`src/rtl/mul_ctrl_pkg.sv`:
```
// rtl/mul_ctrl_pkg.sv - shared op/state types and signedness decode for the multiply issue controller
package mul_ctrl_pkg;

  localparam int MUL_XLEN  = 32;
  localparam int MUL_TAG_W = 5;

  typedef enum logic [1:0] {
    MUL_OP_MUL    = 2'b00,
    MUL_OP_MULH   = 2'b01,
    MUL_OP_MULHSU = 2'b10,
    MUL_OP_MULHU  = 2'b11
  } mul_op_e;

  typedef enum logic [1:0] {
    ST_IDLE  = 2'b00,
    ST_ISSUE = 2'b01,
    ST_WAIT  = 2'b10,
    ST_RESP  = 2'b11
  } mul_state_e;

  // Returns {op1_signed, op2_signed}.
  function automatic logic [1:0] op_sign(input mul_op_e op);
    case (op)
      MUL_OP_MULH:   return 2'b11;
      MUL_OP_MULHSU: return 2'b10;
      default:       return 2'b00;
    endcase
  endfunction

endpackage

```
`src/rtl/mul_result_cache.sv`:
```
// rtl/mul_result_cache.sv - one-entry product cache with hit compare, fill, flush and no-fill flag
module mul_result_cache #(
  parameter int XLEN = 32
) (
  input  logic              clk,
  input  logic              rst_n,
  input  logic              flush,
  input  logic              inflight,
  input  logic              release_nofill,
  input  logic [XLEN-1:0]   lookup_rs1,
  input  logic [XLEN-1:0]   lookup_rs2,
  input  logic [1:0]        lookup_sign,
  input  logic              lookup_is_mul,
  output logic              hit,
  input  logic              fill,
  input  logic [XLEN-1:0]   fill_rs1,
  input  logic [XLEN-1:0]   fill_rs2,
  input  logic [1:0]        fill_sign,
  input  logic [2*XLEN-1:0] fill_prod,
  output logic [2*XLEN-1:0] c_prod
);

  logic            cache_valid;
  logic            no_fill;
  logic [XLEN-1:0] c_rs1;
  logic [XLEN-1:0] c_rs2;
  logic [1:0]      c_sign;

  // The low half of the product does not depend on signedness, so MUL matches any cached pair.
  assign hit = cache_valid && !flush && (lookup_rs1 == c_rs1) && (lookup_rs2 == c_rs2) &&
               (lookup_is_mul || (lookup_sign == c_sign));

  always_ff @(posedge clk or negedge rst_n) begin
    if (!rst_n) begin
      cache_valid <= 1'b0;
      no_fill     <= 1'b0;
      c_rs1       <= '0;
      c_rs2       <= '0;
      c_sign      <= 2'b00;
      c_prod      <= '0;
    end else begin
      if (flush) begin
        cache_valid <= 1'b0;
      end else if (fill && !no_fill) begin
        cache_valid <= 1'b1;
      end

      if (flush && inflight) begin
        no_fill <= 1'b1;
      end else if (release_nofill) begin
        no_fill <= 1'b0;
      end

      // The product is always kept so the in-flight request can be answered even when not cached.
      if (fill) begin
        c_rs1  <= fill_rs1;
        c_rs2  <= fill_rs2;
        c_sign <= fill_sign;
        c_prod <= fill_prod;
      end
    end
  end

endmodule

```
`src/rtl/mul_issue_ctrl.sv`:
```
// rtl/mul_issue_ctrl.sv - M-extension multiply issue/writeback FSM with one-entry product cache
module mul_issue_ctrl
  import mul_ctrl_pkg::*;
#(
  parameter int XLEN  = MUL_XLEN,
  parameter int TAG_W = MUL_TAG_W
) (
  input  logic              clk,
  input  logic              rst_n,
  input  logic              in_valid,
  output logic              out_ready,
  input  logic [1:0]        in_op,
  input  logic [XLEN-1:0]   in_rs1,
  input  logic [XLEN-1:0]   in_rs2,
  input  logic [TAG_W-1:0]  in_tag,
  input  logic              in_flush,
  output logic [XLEN-1:0]   mul_op1,
  output logic [XLEN-1:0]   mul_op2,
  output logic              mul_op1_signed,
  output logic              mul_op2_signed,
  output logic              mul_valid,
  input  logic              mul_ready,
  input  logic [2*XLEN-1:0] mul_res,
  input  logic              mul_res_valid,
  output logic              mul_res_ready,
  output logic [XLEN-1:0]   out_rd,
  output logic [TAG_W-1:0]  out_tag,
  output logic              out_valid,
  input  logic              in_ready
);

  mul_state_e        state_q, state_d;
  mul_op_e           req_op, r_op;
  logic [1:0]        req_sign, r_sign;
  logic [XLEN-1:0]   r_rs1, r_rs2;
  logic              accept, hit, fill;
  logic [2*XLEN-1:0] c_prod;

  assign req_op   = mul_op_e'(in_op);
  assign req_sign = op_sign(req_op);
  assign accept   = (state_q == ST_IDLE) && in_valid;
  assign fill     = (state_q == ST_WAIT) && mul_res_valid;

  mul_result_cache #(.XLEN(XLEN)) u_cache (
    .clk            (clk),
    .rst_n          (rst_n),
    .flush          (in_flush),
    .inflight       ((state_q == ST_ISSUE) || (state_q == ST_WAIT)),
    .release_nofill ((state_q == ST_RESP) && in_ready),
    .lookup_rs1     (in_rs1),
    .lookup_rs2     (in_rs2),
    .lookup_sign    (req_sign),
    .lookup_is_mul  (req_op == MUL_OP_MUL),
    .hit            (hit),
    .fill           (fill),
    .fill_rs1       (r_rs1),
    .fill_rs2       (r_rs2),
    .fill_sign      (r_sign),
    .fill_prod      (mul_res),
    .c_prod         (c_prod)
  );

  always_ff @(posedge clk or negedge rst_n) begin
    if (!rst_n) begin
      state_q <= ST_IDLE;
      r_op    <= MUL_OP_MUL;
      r_sign  <= 2'b00;
      r_rs1   <= '0;
      r_rs2   <= '0;
      out_tag <= '0;
    end else begin
      state_q <= state_d;
      if (accept) begin
        r_op    <= req_op;
        r_sign  <= req_sign;
        r_rs1   <= in_rs1;
        r_rs2   <= in_rs2;
        out_tag <= in_tag;
      end
    end
  end

  always_comb begin
    state_d       = state_q;
    out_ready     = 1'b0;
    mul_valid     = 1'b0;
    mul_res_ready = 1'b0;
    out_valid     = 1'b0;
    case (state_q)
      ST_IDLE: begin
        out_ready = 1'b1;
        if (in_valid) state_d = hit ? ST_RESP : ST_ISSUE;
      end
      ST_ISSUE: begin
        mul_valid = 1'b1;
        if (mul_ready) state_d = ST_WAIT;
      end
      ST_WAIT: begin
        mul_res_ready = 1'b1;
        if (mul_res_valid) state_d = ST_RESP;
      end
      ST_RESP: begin
        out_valid = 1'b1;
        if (in_ready) state_d = ST_IDLE;
      end
      default: state_d = ST_IDLE;
    endcase
  end

  assign mul_op1        = r_rs1;
  assign mul_op2        = r_rs2;
  assign mul_op1_signed = r_sign[1];
  assign mul_op2_signed = r_sign[0];
  assign out_rd         = (r_op == MUL_OP_MUL) ? c_prod[XLEN-1:0] : c_prod[2*XLEN-1:XLEN];

endmodule

```
`config.mk`:
```
export PLATFORM = sky130hd
export DESIGN_NAME = mul_issue_ctrl
export DESIGN_NICKNAME = d
export VERILOG_FILES = /design/src/rtl/mul_ctrl_pkg.sv /design/src/rtl/mul_result_cache.sv /design/src/rtl/mul_issue_ctrl.sv
export SDC_FILE = /design/constraint.sdc
export NUM_CORES = 1
export LEC_CHECK = 0
export ABC_AREA = 1
export CAP_MARGIN = 20
export CORE_MARGIN = 5
export CORE_UTILIZATION = 53
export DETAILED_ROUTE_END_ITERATION = 12
export MAX_ROUTING_LAYER = met4
export PLACE_DENSITY = 0.82
export SETUP_SLACK_MARGIN = 0.15
export SLEW_MARGIN = 10
export SYNTH_ARGS = -nofsm -noshare
export SYNTH_HDL_FRONTEND = slang
export SYNTH_HIERARCHICAL = 1
export SYNTH_SLANG_ARGS = --single-unit
```
`constraint.sdc`:
```
create_clock -name clk -period 3.1 [get_ports clk]
set_input_delay 0.775 -clock clk [delete_from_list [all_inputs] [get_ports clk]]
set_output_delay 0.775 -clock clk [all_outputs]
set_load 0.01 [all_outputs]
```
== Yosys cells after proc, flatten, opt, wreduce, memory -nomap -nowiden ==
Cells that the tools add are included.
Cells by class
  eq/ne operators: 12
  multiplexer cells: 16
  reduce and logical (&&, ||, !) cells: 19
Operator list (count)
  == test 32 bit: 2
  two-way mux 32 bit: 1
  two-way mux 2 bit: 5
  logical AND 1 bit: 9
  two-way mux 1 bit: 8
  != test 2 bit, second input constant: 4
  case mux 2 bit (4 select lines): 1
  == test 2 bit, second input constant: 3
  logical NOT 2 bit: 3
  == test 2 x 1 -> 1 bit, second input constant: 2
  case mux 2 bit (2 select lines): 1
  AND reduction 4 bit: 1
  nonzero test 2 bit: 2
  == test 2 bit: 1
  logical NOT 1 bit: 2
  logical OR 1 bit: 2
Storage, ports and cells
  register bits after elaboration: 207
  input bits: 142
  output and inout port bits: 107
  word-level logic and storage cells: 59

== Logic depth before layout (Yosys ltp) ==
Gate-level depths: netlist (run 1).
  depth in word-level cells: 8
  gate-level depth with buffers: 14

== Hierarchy ==
Netlist (run 1), hierarchy kept.
By module, submodules not included
  mul_result_cache: instances 1, cells each 598, area each 5983.2 sq um
  mul_issue_ctrl: instances 1, cells each 458, area each 3578.4 sq um

== Worst setup path before layout (run 1) ==
OpenSTA, ideal clock, no wires.
  path kind: input -> register
  start: input in_op[0]
  end: register state_q[1]
  data arrival time: 1850 ps
  path slack: 1185 ps
  stages on the path: 13
  buffers on the path: 0
  cells stage by stage: inv_1 > ha_1 > xnor2_1 > nand2_1 > nand2_1 > nand2_1 > nor2_1 > nand3_1 > nor2_1 > nand2_1 > o21ai_0 > nand2_1 > nand2_1
On the way
  longest elaborated chain between the ends: 8
  elaborated cells between the ends (all ways): 10
RTL lines
  start: declaration: line mul_issue_ctrl.sv:12  | input logic [1:0] in_op,
  == test 2 bit / == test 2 x 1 -> 1 bit (equally long branches): line mul_ctrl_pkg.sv:23  | case (op)
  case mux 2 bit (2 select lines) *: line mul_ctrl_pkg.sv:23
  via req_sign[1]: line mul_issue_ctrl.sv:34  | logic [1:0] req_sign, r_sign;
  == test 2 bit *: line mul_result_cache.sv:31  | (lookup_is_mul || (lookup_sign == c_sign));
  logical OR 1 bit *: line mul_result_cache.sv:31
  logical AND 1 bit *: line mul_result_cache.sv:30  | assign hit = cache_valid && !flush && (lookup_rs1 == c_rs1) && (lookup_rs2 == c_rs2) &&
  via hit: line mul_issue_ctrl.sv:36  | logic accept, hit, fill;
  two-way mux 2 bit * (2 in a row): line mul_issue_ctrl.sv:92  | if (in_valid) state_d = hit ? ST_RESP : ST_ISSUE;
  case mux 2 bit (4 select lines) *: line mul_issue_ctrl.sv:89  | case (state_q)
  end signal: assignment: line mul_issue_ctrl.sv:72  | state_q <= state_d;
  end: declaration: line mul_issue_ctrl.sv:32  | mul_state_e state_q, state_d;
The timed path passes the listed nets; every way through them passes the cells marked *. The select of a mux whose other input is x is not followed.
A chain may end at the register's enable or synchronous reset.

== Final worst setup path (run 1) ==
  start: register r_op[0]
  end: output out_rd[5]
On the way
  longest elaborated chain between the ends: 2
RTL lines
  start: declaration: line mul_issue_ctrl.sv:33  | mul_op_e req_op, r_op;
  start signal: assignment: line mul_issue_ctrl.sv:74  | r_op <= req_op;
  logical NOT 2 bit: line mul_issue_ctrl.sv:114  | assign out_rd = (r_op == MUL_OP_MUL) ? c_prod[XLEN-1:0] : c_prod[2*XLEN-1:XLEN];
  two-way mux 32 bit: line mul_issue_ctrl.sv:114
  end: declaration: line mul_issue_ctrl.sv:26  | output logic [XLEN-1:0] out_rd,
Every way passes these cells.

==> impl_metrics.py, run 1 <==
metrics = {
    "critical_path": {
        "end_kind": "output pin",
        "required_ns": 2.32,
        "critPathArrivalTime_ns": 2.12,
        "critPathLaunchType": "flop",
        "cp_max_fo": 21,
        "crit_type": "reg2out",
    },
    "timing": {
        "maxSlewHeadroom_pct": 41.5,
        "fmax_mhz": 346,
        "fin_crit_ns": 2.89,
        "setup_violations": 0,
        "hold_viol_final": 0,
        "hold_slack_ns": 0.311,
        "fin_worst_skew_ns": 0.00937,
        "fin_setup_tns_ns": 0,
        "finalMaxSlewViolations": 0,
        "rsz0062_at_grt": "yes",
        "fin_ws_ns": 0.209,
        "min_period_over_period_pct": 93.2,
        "worst_slew_pin_slew_ns": 0.877,
    },
    "detailed_routing": {
        "avgViaCountPerCell": 5.26,
        "drtIter0Drc": 585,
        "ant_nets": 0,
        "drc": 0,
        "firstDrtPassIters": 5,
        "via_count": 8125,
        "wl_um": 27800,
        "wire_per_inst_um": 18.0,
    },
    "clock_network": {
        "cts_root_buf": "clkbuf_16",
        "cts.sinks": 207,
        "clk_latency_ns": 0.51,
        "hold_buffers": 0,
        "htree_levels": 1,
        "cts.path.max_buffers": 3,
        "cts_tree": "done",
        "path_clk_slew_ns": 0.06,
        "post_cts_buffers": 0,
        "cts-buffers-inserted": 23,
    },
    "die": {
        "die_w_um": 144,
        "boundaryPins": 249,
        "die_h_um": 144,
        "rows": 49,
        "start_util_pct": 53.6,
        "core_area_um2": 17800,
        "dieArea_um2": 20800,
    },
    "yosys": {
        "synth_area_leader_cell": "dfrtp_1",
        "async_reset_ff_share_pct": 100,
        "ys_top_cells_by_area": "dfrtp_1 54%, nand2_1 15%, mux2_2 9.7%",
        "ys.warnings.count": 6,
        "synth_xor_area_share_pct": 1.47,
        "netlist_instances": 1056,
        "synth_nets": 1204,
        "synth_top_area_share_pct": 54.2,
        "synth_fa_ha_area_share_pct": 0.785,
        "synth.area.mux_share_pct": 10.8,
        "synth_edf_count": 0,
        "syn_avg_cell_area_um2": 9.05,
        "synth.top_cells.by_count": "375 x nand2_1, 207 x dfrtp_1, 96 x inv_1, 83 x o21ai_0, 82 x mux2_2",
        "synth_compound_area_share_pct": 5.42,
        "synth_cell_types": 23,
        "ys_ff_latch": 207,
        "yosysMostFrequentCell": "nand2_1",
        "ys_seq_area_share_pct": 54.2,
        "synth_ff_type": "dfrtp_1",
        "synth_top_family_by_area": "simple AND/OR/NAND/NOR gates",
        "synth_area_um2": 9560,
        "yosys.area_share.simple_pct": 20.4,
    },
    "place": {
        "portBuffers": 248,
        "gp_congestion": 0.899,
        "dp_hpwl_um": 19400,
        "dp_worst_setup_slack_ns": 0.461,
    },
    "final_layout": {
        "fin_nets": 1449,
        "n_fill_cell": 1317,
        "drive_gt1_share_pct": 12.2,
        "synthToLayoutAreaGrowth_pct": 36.4,
        "diodes": 0,
    },
    "global_routing": {
        "grt_pass1_wl_um": 43400,
        "grt_max_degree": 92,
        "track_usage_pct": 27.3,
        "grt_pass1_vias": 8179,
        "antenna_found_initial": 0,
        "grt-ovfl-total": 0,
    },
    "power": {
        "p_per_area_nw_per_um2": 1000,
        "power_mw": 13.1,
        "p_leak_nw": 6.26,
        "ir_drop_mv": 0.988,
    },
    "min_path": {
        "hold_path.class": "in2async",
    },
    "flow_run": {
        "maxCapViolCount": 0,
    },
    "outcome": {
        "status": "complete, no violations",
    },
}
-- final cells by class --
type                            count  area, µm²  area share, %
Multi-Input combinational cell    700       3710           28.5
Sequential cell                   207       5180           39.7
Clock buffer                       32        679           5.21
Inverter                           97        369           2.83
Tap cell                          229        287           2.20
Timing Repair Buffer              272       2730           21.0
Clock inverter                      8       75.1          0.576
-- kinds of logic (layout without fill, tap and decap cells) --
logic type / after synthesis / count (layout)
AOI/OAI and AO/OA: 100 / 100
xor gates and xnor gates: 16 / 16
adders and majority gates: 6 / 6
buffers and inverters: 149 / 409
DFF: 207 / 207
muxes: 89 / 89
and+or+nand+nor: 489 / 489
-- worst max-delay path, stage by stage, from the launching register on --
cell,delay (ns)
dfrtp_2,0.48
nor2_2,0.17
buf_8,0.20
nand2_1,0.08
nand2_1,0.10
clkdlybuf4s50_1,0.55
-- where the power goes --
group          total, mW  internal [mW]  switching (mW)
clock               2.71           1.61            1.10
combinational       5.62           2.84            2.78
sequential          4.75           3.95           0.801
total               13.1           8.40            4.68
-- metrics by stage --
stage          util, %  cells  instance area (µm²)
4_1_cts           73.0   1545                13000
3_5_place_dp      68.8   1505                12300
6_report          73.1   1545                13000
2_1_floorplan        -   1056                 9560
5_1_grt           73.1   1545                13000
3_3_place_gp      68.8   1505                12300
-- per-layer routing --
layer  wire length, µm  vias up  GRT usage [%]
met5                 0        -              -
met4               868        0           7.41
met3              2100       61           5.89
met2             13200      292           43.2
met1             11600     3915           36.0
li1                  -     3857              -
-- cells in the final DEF (no fill, tap or decap), types with 8 or more instances in the layout --
cell type / n
buf_4: 18
clkbuf_16: 23
clkbuf_8: 8
clkdlybuf4s50_1: 246
dfrtp_1: 206
inv_1: 95
mux2_2: 82
nand2_1: 375
nand3_1: 74
nor2_1: 31
o21ai_0: 83
o22ai_1: 11
xnor2_1: 14
-- timing repair --
action / CTS / global route
pin swaps: 0 / 0
setup endpoints to repair: 7 / 24
resized for setup: 1 / 2
gates cloned: 0 / 0
-- final timing paths --
kind,startpoint,to,slack [ns],cells after the start
setup / recovery,r_op[0]$_DFFE_PN0P_,out_rd[5],0.21,5
hold / removal,rst_n,u_cache/c_prod[12]$_DFFE_PN0P_,0.31,1
setup reg to reg,state_q[1]$_DFFE_PN0P_,mul_op2[6]$_DFFE_PN0P_,0.64,7
hold reg to reg,out_tag[2]$_DFFE_PN0P_,out_tag[2]$_DFFE_PN0P_,0.47,2
max in group asynchronous,rst_n,mul_op1[14]$_DFFE_PN0P_,1.98,2
min in group clk,out_tag[2]$_DFFE_PN0P_,out_tag[2]$_DFFE_PN0P_,0.47,2
-- state kept, by name, summed over array words and instances (netlist names) --
signal,count
mul_op1,32
mul_op2,32
out_tag,5
r_op,2
r_sign,2
state_q,2
u_cache/c_prod,64
u_cache/c_rs1,32
u_cache/c_rs2,32
u_cache/c_sign,2
u_cache/cache_valid,1
u_cache/no_fill,1
No activity file was read; power rests on OpenSTA's default activity.
==> run 2, diff against run 1 <==
--- a/config.mk
+++ b/config.mk
@@ -10,6 +10,7 @@
 export CORE_MARGIN = 5
 export CORE_UTILIZATION = 53
 export DETAILED_ROUTE_END_ITERATION = 12
+export HOLD_SLACK_MARGIN = 0.03
 export MAX_ROUTING_LAYER = met4
 export PLACE_DENSITY = 0.82
 export SETUP_SLACK_MARGIN = 0.15
==> results of run 2 <==
Same layout as run 1: the final DEF is identical, and so are final timing and power.
